**config.mk**
```make
export PLATFORM = sky130hd
export DESIGN_NAME = uart_word_tx_flat
export DESIGN_NICKNAME = d
export VERILOG_FILES = /design/src/rtl/uart_word_tx_if.sv /design/src/rtl/uart_word_tx.sv /design/src/flat_wrapper.sv
export SDC_FILE = /design/constraint.sdc
export NUM_CORES = 1
export LEC_CHECK = 0
export CAP_MARGIN = 20
export CORE_MARGIN = 2
export CORE_UTILIZATION = 55
export CTS_CLUSTER_DIAMETER = 60
export CTS_CLUSTER_SIZE = 24
export DETAILED_ROUTE_END_ITERATION = 8
export HOLD_SLACK_MARGIN = 0.1
export PLACE_DENSITY = 0.86
export SLEW_MARGIN = 20
export SYNTH_ARGS = -nofsm -noshare
export SYNTH_HDL_FRONTEND = slang
export SYNTH_SLANG_ARGS = --single-unit
```
**constraint.sdc**
```tcl
create_clock -name clk -period 5.44 [get_ports clk]
set_input_delay 1.36 -clock clk [delete_from_list [all_inputs] [get_ports clk]]
set_output_delay 1.36 -clock clk [all_outputs]
set_load 0.02 [all_outputs]
```
**src/rtl/uart_word_tx_if.sv**
```systemverilog
// rtl/uart_word_tx_if.sv - word handshake between a producing core and uart_word_tx
interface uart_word_tx_if #(
  parameter int BYTES = 4
);
  logic [8*BYTES-1:0] tx_data;
  logic               tx_valid;
  logic               tx_ready;

  modport master (output tx_data, output tx_valid, input tx_ready);
  modport slave  (input tx_data, input tx_valid, output tx_ready);
endinterface

```
**src/rtl/uart_word_tx.sv**
```systemverilog
// rtl/uart_word_tx.sv - sends a captured multi-byte word as back-to-back UART frames, top byte first
module uart_word_tx #(
  parameter int FREQ      = 12000000,
  parameter int BAUD      = 9600,
  parameter int LIM       = FREQ / BAUD,
  parameter int BYTES     = 4,
  parameter int MSB_FIRST = 1,
  parameter int STOP_BITS = 1
) (
  input  logic          clk,
  input  logic          nrst,
  uart_word_tx_if.slave word,
  output logic          tx,
  output logic          busy,
  output logic          done,
  output logic [3:0]    byte_idx
);
  localparam int W  = 8 * BYTES;
  localparam int CW = (LIM > 1) ? $clog2(LIM) : 1;
  localparam logic [CW-1:0] BAUD_LAST = CW'(LIM - 1);
  localparam logic [3:0]    LAST_BYTE = 4'(BYTES - 1);
  localparam logic [2:0]    LAST_STOP = 3'(STOP_BITS - 1);

  typedef enum logic [1:0] {IDLE, START, DATA, STOP} state_t;

  state_t        state;
  logic [CW-1:0] baud_cnt;
  logic [2:0]    bit_cnt;
  logic [W-1:0]  shreg;
  logic          ready_q;
  logic          baud_wrap;
  logic          next_bit;
  logic [W-1:0]  shreg_bit;
  logic [W-1:0]  shreg_byte;

  assign word.tx_ready = ready_q;
  assign baud_wrap     = (baud_cnt == BAUD_LAST);
  assign next_bit      = (MSB_FIRST != 0) ? shreg[W-1] : shreg[W-8];

  // LSB-first rotates only the top byte; the next byte is pulled up once the frame ends
  always_comb begin
    shreg_bit = shreg;
    if (MSB_FIRST != 0)
      shreg_bit = {shreg[W-2:0], 1'b1};
    else
      shreg_bit[W-1 -: 8] = {1'b1, shreg[W-1 -: 7]};
  end

  assign shreg_byte = (MSB_FIRST != 0) ? shreg : ((shreg << 8) | W'(8'hFF));

  always_ff @(posedge clk or negedge nrst) begin
    if (!nrst) begin
      state    <= IDLE;
      baud_cnt <= '0;
      bit_cnt  <= '0;
      shreg    <= '0;
      tx       <= 1'b1;
      ready_q  <= 1'b1;
      busy     <= 1'b0;
      done     <= 1'b0;
      byte_idx <= '0;
    end else begin
      done <= 1'b0;
      case (state)
        IDLE: begin
          if (word.tx_valid) begin
            shreg    <= word.tx_data;
            baud_cnt <= '0;
            bit_cnt  <= '0;
            byte_idx <= '0;
            tx       <= 1'b0;
            ready_q  <= 1'b0;
            busy     <= 1'b1;
            state    <= START;
          end
        end
        START: begin
          if (baud_wrap) begin
            baud_cnt <= '0;
            bit_cnt  <= '0;
            tx       <= next_bit;
            shreg    <= shreg_bit;
            state    <= DATA;
          end else begin
            baud_cnt <= baud_cnt + 1'b1;
          end
        end
        DATA: begin
          if (baud_wrap) begin
            baud_cnt <= '0;
            if (bit_cnt == 3'd7) begin
              bit_cnt <= '0;
              tx      <= 1'b1;
              state   <= STOP;
            end else begin
              bit_cnt <= bit_cnt + 3'd1;
              tx      <= next_bit;
              shreg   <= shreg_bit;
            end
          end else begin
            baud_cnt <= baud_cnt + 1'b1;
          end
        end
        STOP: begin
          if (baud_wrap) begin
            baud_cnt <= '0;
            if (bit_cnt == LAST_STOP) begin
              bit_cnt <= '0;
              if (byte_idx == LAST_BYTE) begin
                state    <= IDLE;
                done     <= 1'b1;
                ready_q  <= 1'b1;
                busy     <= 1'b0;
                byte_idx <= '0;
              end else begin
                byte_idx <= byte_idx + 4'd1;
                shreg    <= shreg_byte;
                tx       <= 1'b0;
                state    <= START;
              end
            end else begin
              bit_cnt <= bit_cnt + 3'd1;
            end
          end else begin
            baud_cnt <= baud_cnt + 1'b1;
          end
        end
        default: state <= IDLE;
      endcase
    end
  end
endmodule

```
**src/flat_wrapper.sv**
```systemverilog
// flat-port wrapper written by rule: the top's interface ports become plain ports
module uart_word_tx_flat 
#(
  parameter int FREQ      = 12000000,
  parameter int BAUD      = 9600,
  parameter int LIM       = FREQ / BAUD,
  parameter int BYTES     = 4,
  parameter int MSB_FIRST = 1,
  parameter int STOP_BITS = 1
)
  (clk, nrst, tx, busy, done, byte_idx, word_tx_data, word_tx_valid, word_tx_ready);
  uart_word_tx_if #(.BYTES(BYTES)) word_i ();
  input  logic clk;
  input  logic nrst;
  output logic tx;
  output logic busy;
  output logic done;
  output logic [3:0] byte_idx;
  input wire logic [$bits(word_i.tx_data)-1:0] word_tx_data;
  input wire logic [$bits(word_i.tx_valid)-1:0] word_tx_valid;
  output wire logic [$bits(word_i.tx_ready)-1:0] word_tx_ready;
  assign word_i.tx_data = word_tx_data;
  assign word_i.tx_valid = word_tx_valid;
  assign word_tx_ready = word_i.tx_ready;
  uart_word_tx #(.FREQ(FREQ), .BAUD(BAUD), .LIM(LIM), .BYTES(BYTES), .MSB_FIRST(MSB_FIRST), .STOP_BITS(STOP_BITS)) u_core (.clk(clk), .nrst(nrst), .word(word_i), .tx(tx), .busy(busy), .done(done), .byte_idx(byte_idx));
endmodule
```
* Word-level counts from Yosys, hierarchy flattened
Cells that the tools add are included.
Storage, ports and cells: register bits after elaboration 56, output and inout bits 8, input port bits 35, logic and storage cells 87
Operators by class: bitwise operators 1, eq/ne operators 15, multiplexer cells 49, $add $sub $neg 3, reduce and logical (&&, ||, !) cells 10
Operators with widths (count):
- $mux 32 | 4
- $pmux 32 s3 | 1
- $mux 11 | 2
- $pmux 11 s2 | 1
- $mux 1 | 19
- $mux 3 | 6
- $mux 4 | 4
- $mux 2 | 6
- $ne 2x1->1 const B | 6
- $pmux 3 s4 | 1
- $reduce_and 6->1 | 2
- $add 11x1->11 const B | 1
- $eq 11x11->1 const B | 1
- $reduce_and 5->1 | 2
- $pmux 2 s4 | 1
- $pmux 4 s2 | 1
- $reduce_and 4->1 | 2
- $ne 2x2->1 const B | 3
- $add 4x1->4 const B | 1
- $eq 2x2->1 const B | 2
- $eq 4x2->1 const B | 1
- $pmux 1 s2 | 2
- $pmux 1 s4 | 1
- $add 3x1->3 const B | 1
- other kinds (7) | 7

* Logic depth before layout (Yosys ltp)
Gate-level depths: netlist of the first run.
depth in word-level cells 5, gate-level depth with buffers 7, depth with buffers taken out 6

* Least setup slack after synthesis of the first run
No wires, ideal clock.
kind in2reg, start in word_tx_valid, end reg u_core.state[1], setup time 0.125 ns, required time 5.315 ns, buffers on the path 0, path slack 3.005 ns, arrival 2.310 ns, cell stages on the path 4, path through nor2b_1 > a21oi_1 > nor3b_2 > mux2_2
Between the ends: cells in the longest elaborated chain, start to end 2
Ends and longest elaborated chain:
- start, declared | RTL line flat_wrapper.sv:20 | input wire logic [$bits(word_i.tx_valid)-1:0] word_tx_valid;
- $ne 2x2->1 (no source line)
- $reduce_and 6->1 (no source line)
- end signal, assigned | RTL line uart_word_tx.sv:53 | state <= IDLE;
- end signal, assigned | RTL line uart_word_tx.sv:74 | state <= START;
- end signal, assigned | RTL line uart_word_tx.sv:83 | state <= DATA;
- end, declared | RTL line uart_word_tx.sv:26 | state_t state;
Every way passes these cells. A chain may end at the register's enable or synchronous reset.

* Worst setup path in the final report of the first run
start in word_tx_valid, end reg u_core.shreg[25]
Between the ends: cells in the longest elaborated chain, start to end 2
Ends and longest elaborated chain:
- $ne 2x2->1 (no source line)
- $reduce_and 5->1 (no source line)
- end signal, assigned | RTL line uart_word_tx.sv:67 | shreg <= word.tx_data;
- end signal, assigned | RTL line uart_word_tx.sv:82 | shreg <= shreg_bit;
- end signal, assigned | RTL line uart_word_tx.sv:98 | shreg <= shreg_bit;
- end, declared | RTL line uart_word_tx.sv:29 | logic [W-1:0] shreg;
Every way passes these cells.

==> impl_metrics.json, run 1 <==
{
  "status": "finished, final reports clean",
  "htreeDepth": 2,
  "coreArea_sq_um": 5439,
  "grt_max_degree": 57,
  "synth_commonest_cells": "64 x mux2_2, 54 x dfrtp_1, 14 x a31oi_1",
  "die_x_um": 78.69,
  "synthMuxAreaShare_pct": 23.82,
  "cts_inserted_buffers": 5,
  "syn_inst": 264,
  "layout-drive-gt1-share_pct": 26.73,
  "cts_tree": "done",
  "async_reset_ff_share_pct": 100.0,
  "power_density_nw_per_um2": 200.2,
  "post_drt_wl_per_cell_um": 15.18,
  "crit_type": "in2reg",
  "skew_ns": 0.007612,
  "clk_path_buf_depth": 2,
  "clk_latency_ns": 0.31,
  "hold_depth": 1,
  "drt_iter0_drc": 202,
  "postSynthAreaPerCell_sq_um": 11.62,
  "grt_pass1_wl_mm": 9.542,
  "globalplace.congestion": 0.8158,
  "finalMaxSlewViolations": 0,
  "preCtsSetupSlack_ns": 1.780,
  "globalRouteTotalUtil_pct": 19.54,
  "critPathCaptureType": "flip-flop",
  "synthToLayoutAreaGrowth_pct": 18.35,
  "synth_top_cells_by_area": "dfrtp_1 44%, mux2_2 23%, ha_1 4.5%",
  "finalPower_w": 0.0007269,
  "synth.ff_latch_count": 56,
  "synth_most_common_cell": "mux2_2",
  "cts_resized": 0,
  "num_vias": 2172,
  "finalHoldViolCount": 0,
  "drt-met1-wl_mm": 2.536,
  "worst_slack_ns": 2.112,
  "slew_headroom_pct": 32.16,
  "fin_tns_setup_ns": 0,
  "drt_wl_total_mm": 5.693,
  "met2WireLength_mm": 2.866,
  "syn_nets": 310,
  "leakage_nw": 1.683,
  "diodes": 0,
  "fp-row-count": 27,
  "nets": 348,
  "dieArea_sq_um": 6191,
  "die_h_um": 78.69,
  "synth_top_family_by_area": "multiplexers",
  "worstRegToRegCells": 4,
  "rsz0062_at_grt": "false",
  "via_per_inst": 5.792,
  "worstPathRequired_ns": 5.65,
  "final.min_clock_period_ns": 3.328,
  "start_util_pct": 56.41,
  "synth_top_area_share_pct": 44.05,
  "postCtsSetupBuffers": 0,
  "peakVddDrop_mv": 0.1578,
  "synth-compound-area-share_pct": 11.42,
  "start_kind": "input pin",
  "synth_cell_types": 49,
  "ys_seq_area_share_pct": 45.76,
  "antenna_found_initial": 0,
  "synth_xor_area_share_pct": 0.2855,
  "synth_ff_type": "dfrtp_1",
  "grt_overflow": 0,
  "ios": 43,
  "clk_pin_slew_ns": 0.10,
  "port_buffers": 42,
  "layout_worst_path_cycle_share_pct": 61.17,
  "worst_pin_slew_ns": 1.013,
  "wl_met3_um": 224,
  "syn_area_sq_um": 3068,
  "ys_warn_count": 0,
  "yosys.area_share.adder_pct": 4.486,
  "cp.arrival_ns": 3.53,
  "setup_violations": 0,
  "first_pass_iters": 4,
  "ant_nets": 0,
  "drc": 0,
  "min_path_type": "reg2reg",
  "max_freq_ghz": 0.3005,
  "dpl.hpwl_mm": 4.024,
  "synth_edf_count": 0,
  "cp_max_fo": 32,
  "synth-simple-area-share_pct": 11.01,
  "max_cap_violations": 0,
  "grt_pass1_vias": 2090,
  "hold_buffers": 0,
  "cts.sinks": 56,
  "dr.max_layer_used": "met4",
  "cts_root_buffer": "clkbuf_8",
  "yosys.area.top_type": "dfrtp_1"
}
==> final timing paths <==
kind | from | to | slack, ns
max | word_tx_valid | u_core.shreg[25] | 2.11
min | u_core.busy | u_core.busy | 0.51
max reg2reg | u_core.baud_cnt[3] | u_core.shreg[25] | 2.78
min reg2reg | u_core.busy | u_core.busy | 0.51
max in group asynchronous | nrst | u_core.shreg[12] | 3.82
min in group asynchronous | nrst | u_core.baud_cnt[9] | 1.15
==> layer usage <==
metal	track usage (%)	vias up
met3	4.943	6
met5	0	-
li1	-	1060
met4	5.965	0
met2	33.33	45
met1	24.38	1061
==> layout by cell type (no fill, tap or decap), types with 2 or more instances in the layout <==
| cell | netlist | routed |
|---|---|---|
| a21o_1 | 3 | 3 |
| a21oi_1 | 8 | 8 |
| a22o_1 | 2 | 2 |
| a2bb2oi_1 | 2 | 2 |
| a31oi_1 | 14 | 14 |
| a41oi_1 | 5 | 5 |
| and3_1 | 2 | 2 |
| buf_4 | 0 | 2 |
| clkbuf_8 | 0 | 5 |
| clkdlybuf4s50_1 | 0 | 41 |
| dfrtp_1 | 54 | 54 |
| dfstp_2 | 2 | 2 |
| ha_1 | 11 | 11 |
| inv_1 | 6 | 6 |
| mux2_2 | 64 | 64 |
| nand2_1 | 12 | 12 |
| nand2b_1 | 5 | 5 |
| nand3_1 | 9 | 9 |
| nand4_1 | 2 | 2 |
| nor2_1 | 8 | 8 |
| nor2b_1 | 3 | 3 |
| nor3_1 | 2 | 2 |
| nor4_1 | 2 | 2 |
| nor4b_1 | 2 | 2 |
| o21ai_0 | 9 | 9 |
==> sequential cells by signal (all words and copies together), names as in the netlist <==
signal                cells
u_core.baud_cnt          11
u_core.bit_cnt            3
u_core.busy               1
u_core.byte_idx           4
u_core.done               1
u_core.shreg             32
u_core.state              2
u_core.tx                 1
u_core.word.tx_ready      1
==> logic make-up after synthesis <==
logic type | count (synthesis)
buf+inv | 20
fa+ha+maj | 11
compound gates | 52
xor+xnor | 1
simple gates | 59
mux | 65
flops | 56
==> worst max-delay path, cell delays in order <==
cell and delay [ns]:
clkdlybuf4s50_1 0.51, nand2b_1 0.44, o311a_2 0.78, mux2_2 0.42
==> stage by stage <==
step | util [%] | std cells | hold WS [ns] | instance area, sq um
3_5_place_dp | 64.64 | 367 | 0.4908 | 3516
3_3_place_gp | 64.64 | 367 | 0.4838 | 3516
4_1_cts | 66.76 | 375 | 0.5142 | 3631
2_1_floorplan | - | 264 | 0.4700 | 3068
6_report | 66.76 | 375 | 0.5060 | 3631
5_1_grt | 66.76 | 375 | 0.5285 | 3631
==> report_power, final <==
part	switching [W]	internal [W]	leakage [nW]
logic	0.0000114	0.0000215	0.878
clock network	0.000139	0.000139	0.0548
registers	0	0.000416	0.750
total	0.000151	0.000576	1.68
==> layout make-up <==
| class | instances | area (sq um) |
|---|---|---|
| multi-input combinational | 188 | 1565 |
| tap | 72 | 90.09 |
| fill | 425 | 1808 |
| clock inverter | 3 | 46.29 |
| clock buffer | 5 | 68.82 |
| timing repair buffer | 44 | 430.4 |
| sequential | 56 | 1404 |
| inverter | 7 | 26.28 |
No activity file was read; power rests on OpenSTA's default activity.
==> run 2: changes to the inputs <==
- clock period: 5.44 -> 3.3 ns (I/O delays scaled with it)
==> impl_metrics.json, run 2 (synthesis gave the netlist of run 1 again) <==
{
  "critPathTopFamily": "simple AND/OR/NAND/NOR gates",
  "utilization_pct": 66.90,
  "fin_hold_ws_ns": 0.3793,
  "max_freq_ghz": 0.4137,
  "power_density_nw_per_um2": 317.0,
  "grt_overflow": 0,
  "finalHoldViolCount": 0,
  "htreeDepth": 2,
  "layout-drive-gt1-share_pct": 27.45,
  "start_kind": "flip-flop",
  "skew_ns": 0.006702,
  "clk_pin_slew_ns": 0.10,
  "grt_pass1_wl_mm": 9.825,
  "cp_max_fo": 32,
  "hold_buffers": 0,
  "crit_slowest_cell": "or4b_1",
  "post_drt_wl_per_cell_um": 15.10,
  "setup_violations": 0,
  "ant_nets": 0,
  "critPathCaptureType": "flip-flop",
  "fin_tns_setup_ns": 0,
  "final.min_clock_period_ns": 2.417,
  "start_util_pct": 56.41,
  "num_vias": 2216,
  "crit_chain": "or4b_1, nor4_1, o311a_2, buf_4, mux2_2",
  "cts_tree": "done",
  "cts_resized": 0,
  "worstPathRequired_ns": 3.51,
  "drc": 0,
  "cts.sinks": 56,
  "ios": 43,
  "clk_latency_ns": 0.32,
  "clk_path_buf_depth": 2,
  "status": "finished, final reports clean",
  "nets": 351,
  "cts_root_buffer": "clkbuf_8",
  "peakVddDrop_mv": 0.1906,
  "critical_path_buf_inv_count": 1,
  "first_pass_iters": 4,
  "max_cap_violations": 0,
  "globalRouteTotalUtil_pct": 19.82,
  "worst_pin_slew_ns": 0.9453,
  "cp.arrival_ns": 2.63,
  "slew_headroom_pct": 36.69,
  "grt_pass1_vias": 2186,
  "placed_area_sq_um": 3538,
  "top_register": "u_core.shreg",
  "globalplace.congestion": 0.8448,
  "drt_wl_total_mm": 5.706,
  "crit_path_max_incr_delay_ns": 0.67,
  "diodes": 0,
  "finalMaxSlewViolations": 0,
  "min_path_type": "in2async",
  "dpl.hpwl_mm": 4.050,
  "coreArea_sq_um": 5439,
  "die_h_um": 78.69,
  "port_buffers": 42,
  "cts_inserted_buffers": 5,
  "fin_area_sq_um": 3638,
  "drt_iter0_drc": 162,
  "crit_type": "reg2reg",
  "antenna_found_initial": 0,
  "final_cell_mix": "64 x mux2_2, 54 x dfrtp_1, 41 x clkdlybuf4s50_1",
  "reg_top3": "u_core.shreg x32, u_core.baud_cnt x11, u_core.byte_idx x4",
  "synthToLayoutAreaGrowth_pct": 18.60,
  "largest_register_ffs": 32,
  "layout_commonest_cell": "mux2_2",
  "via_per_inst": 5.862,
  "rsz0062_at_grt": "false",
  "leakage_nw": 1.695,
  "dieArea_sq_um": 6191,
  "postCtsSetupBuffers": 0,
  "fp-row-count": 27,
  "finalPower_w": 0.001153,
  "grt_max_degree": 33,
  "die_x_um": 78.69,
  "layout_worst_path_cycle_share_pct": 73.25
}
[run 2: cell types whose count changed in the layout (fill, tap and decap cells not counted)]
cell and change:
buf_4 +3, inv_6 +1, clkbuf_8 +1, bufinv_16 -1, clkinvlp_4 -1
[run 2: worst reg2reg max path, delay by kind of cell (launching register included)]
| family | cells | cell delay (ns) |
|---|---|---|
| buffers and inverters | 1 | 0.36 |
| muxes | 1 | 0.40 |
| DFF | 1 | 0.46 |
| and+or+nand+nor | 2 | 0.89 |
| AOI/OAI and AO/OA | 1 | 0.20 |
[run 2: report_power, final]
group          internal, W  total (W)  switching [W]
clock             0.000176   0.000413       0.000237
combinational    0.0000361  0.0000546      0.0000185
sequential        0.000686   0.000686              0
total             0.000898    0.00115       0.000255
[run 2: layer usage]
metal | global-route usage [%] | part of all wire [%] | vias up
met4 | 7.544 | 1.4 | 0
met5 | 0 | 0 | -
met3 | 4.598 | 5.6 | 7
met2 | 31.97 | 48 | 64
li1 | - | - | 1069
met1 | 26.00 | 45 | 1076
[run 2: final timing paths]
path	startpoint	endpoint	slack [ns]	depth (start not counted)
max	u_core.baud_cnt[3]	u_core.shreg[15]	0.88	5
min	nrst	u_core.baud_cnt[2]	0.38	1
max reg2reg	u_core.baud_cnt[3]	u_core.shreg[15]	0.88	5
min reg2reg	u_core.busy	u_core.busy	0.51	1
max in group asynchronous	nrst	u_core.tx	2.26	2
min in group clk	u_core.busy	u_core.busy	0.51	1
[run 2: final cells by class]
class | count | area, sq um
clock inverters | 2 | 17.52
inverters | 7 | 26.28
well taps | 72 | 90.09
clock buffers | 6 | 82.58
repair buffers | 47 | 452.9
flip-flops and latches | 56 | 1404
multi-input cells | 188 | 1565
fillers | 400 | 1800
[run 2: metrics by stage]
stage	cells	worst slack (ns)
after floorplan	264	1.213
after global placement	370	0.7470
after detailed placement	370	0.7147
after CTS	378	0.8933
after global routing	378	0.8011
final	378	0.8828
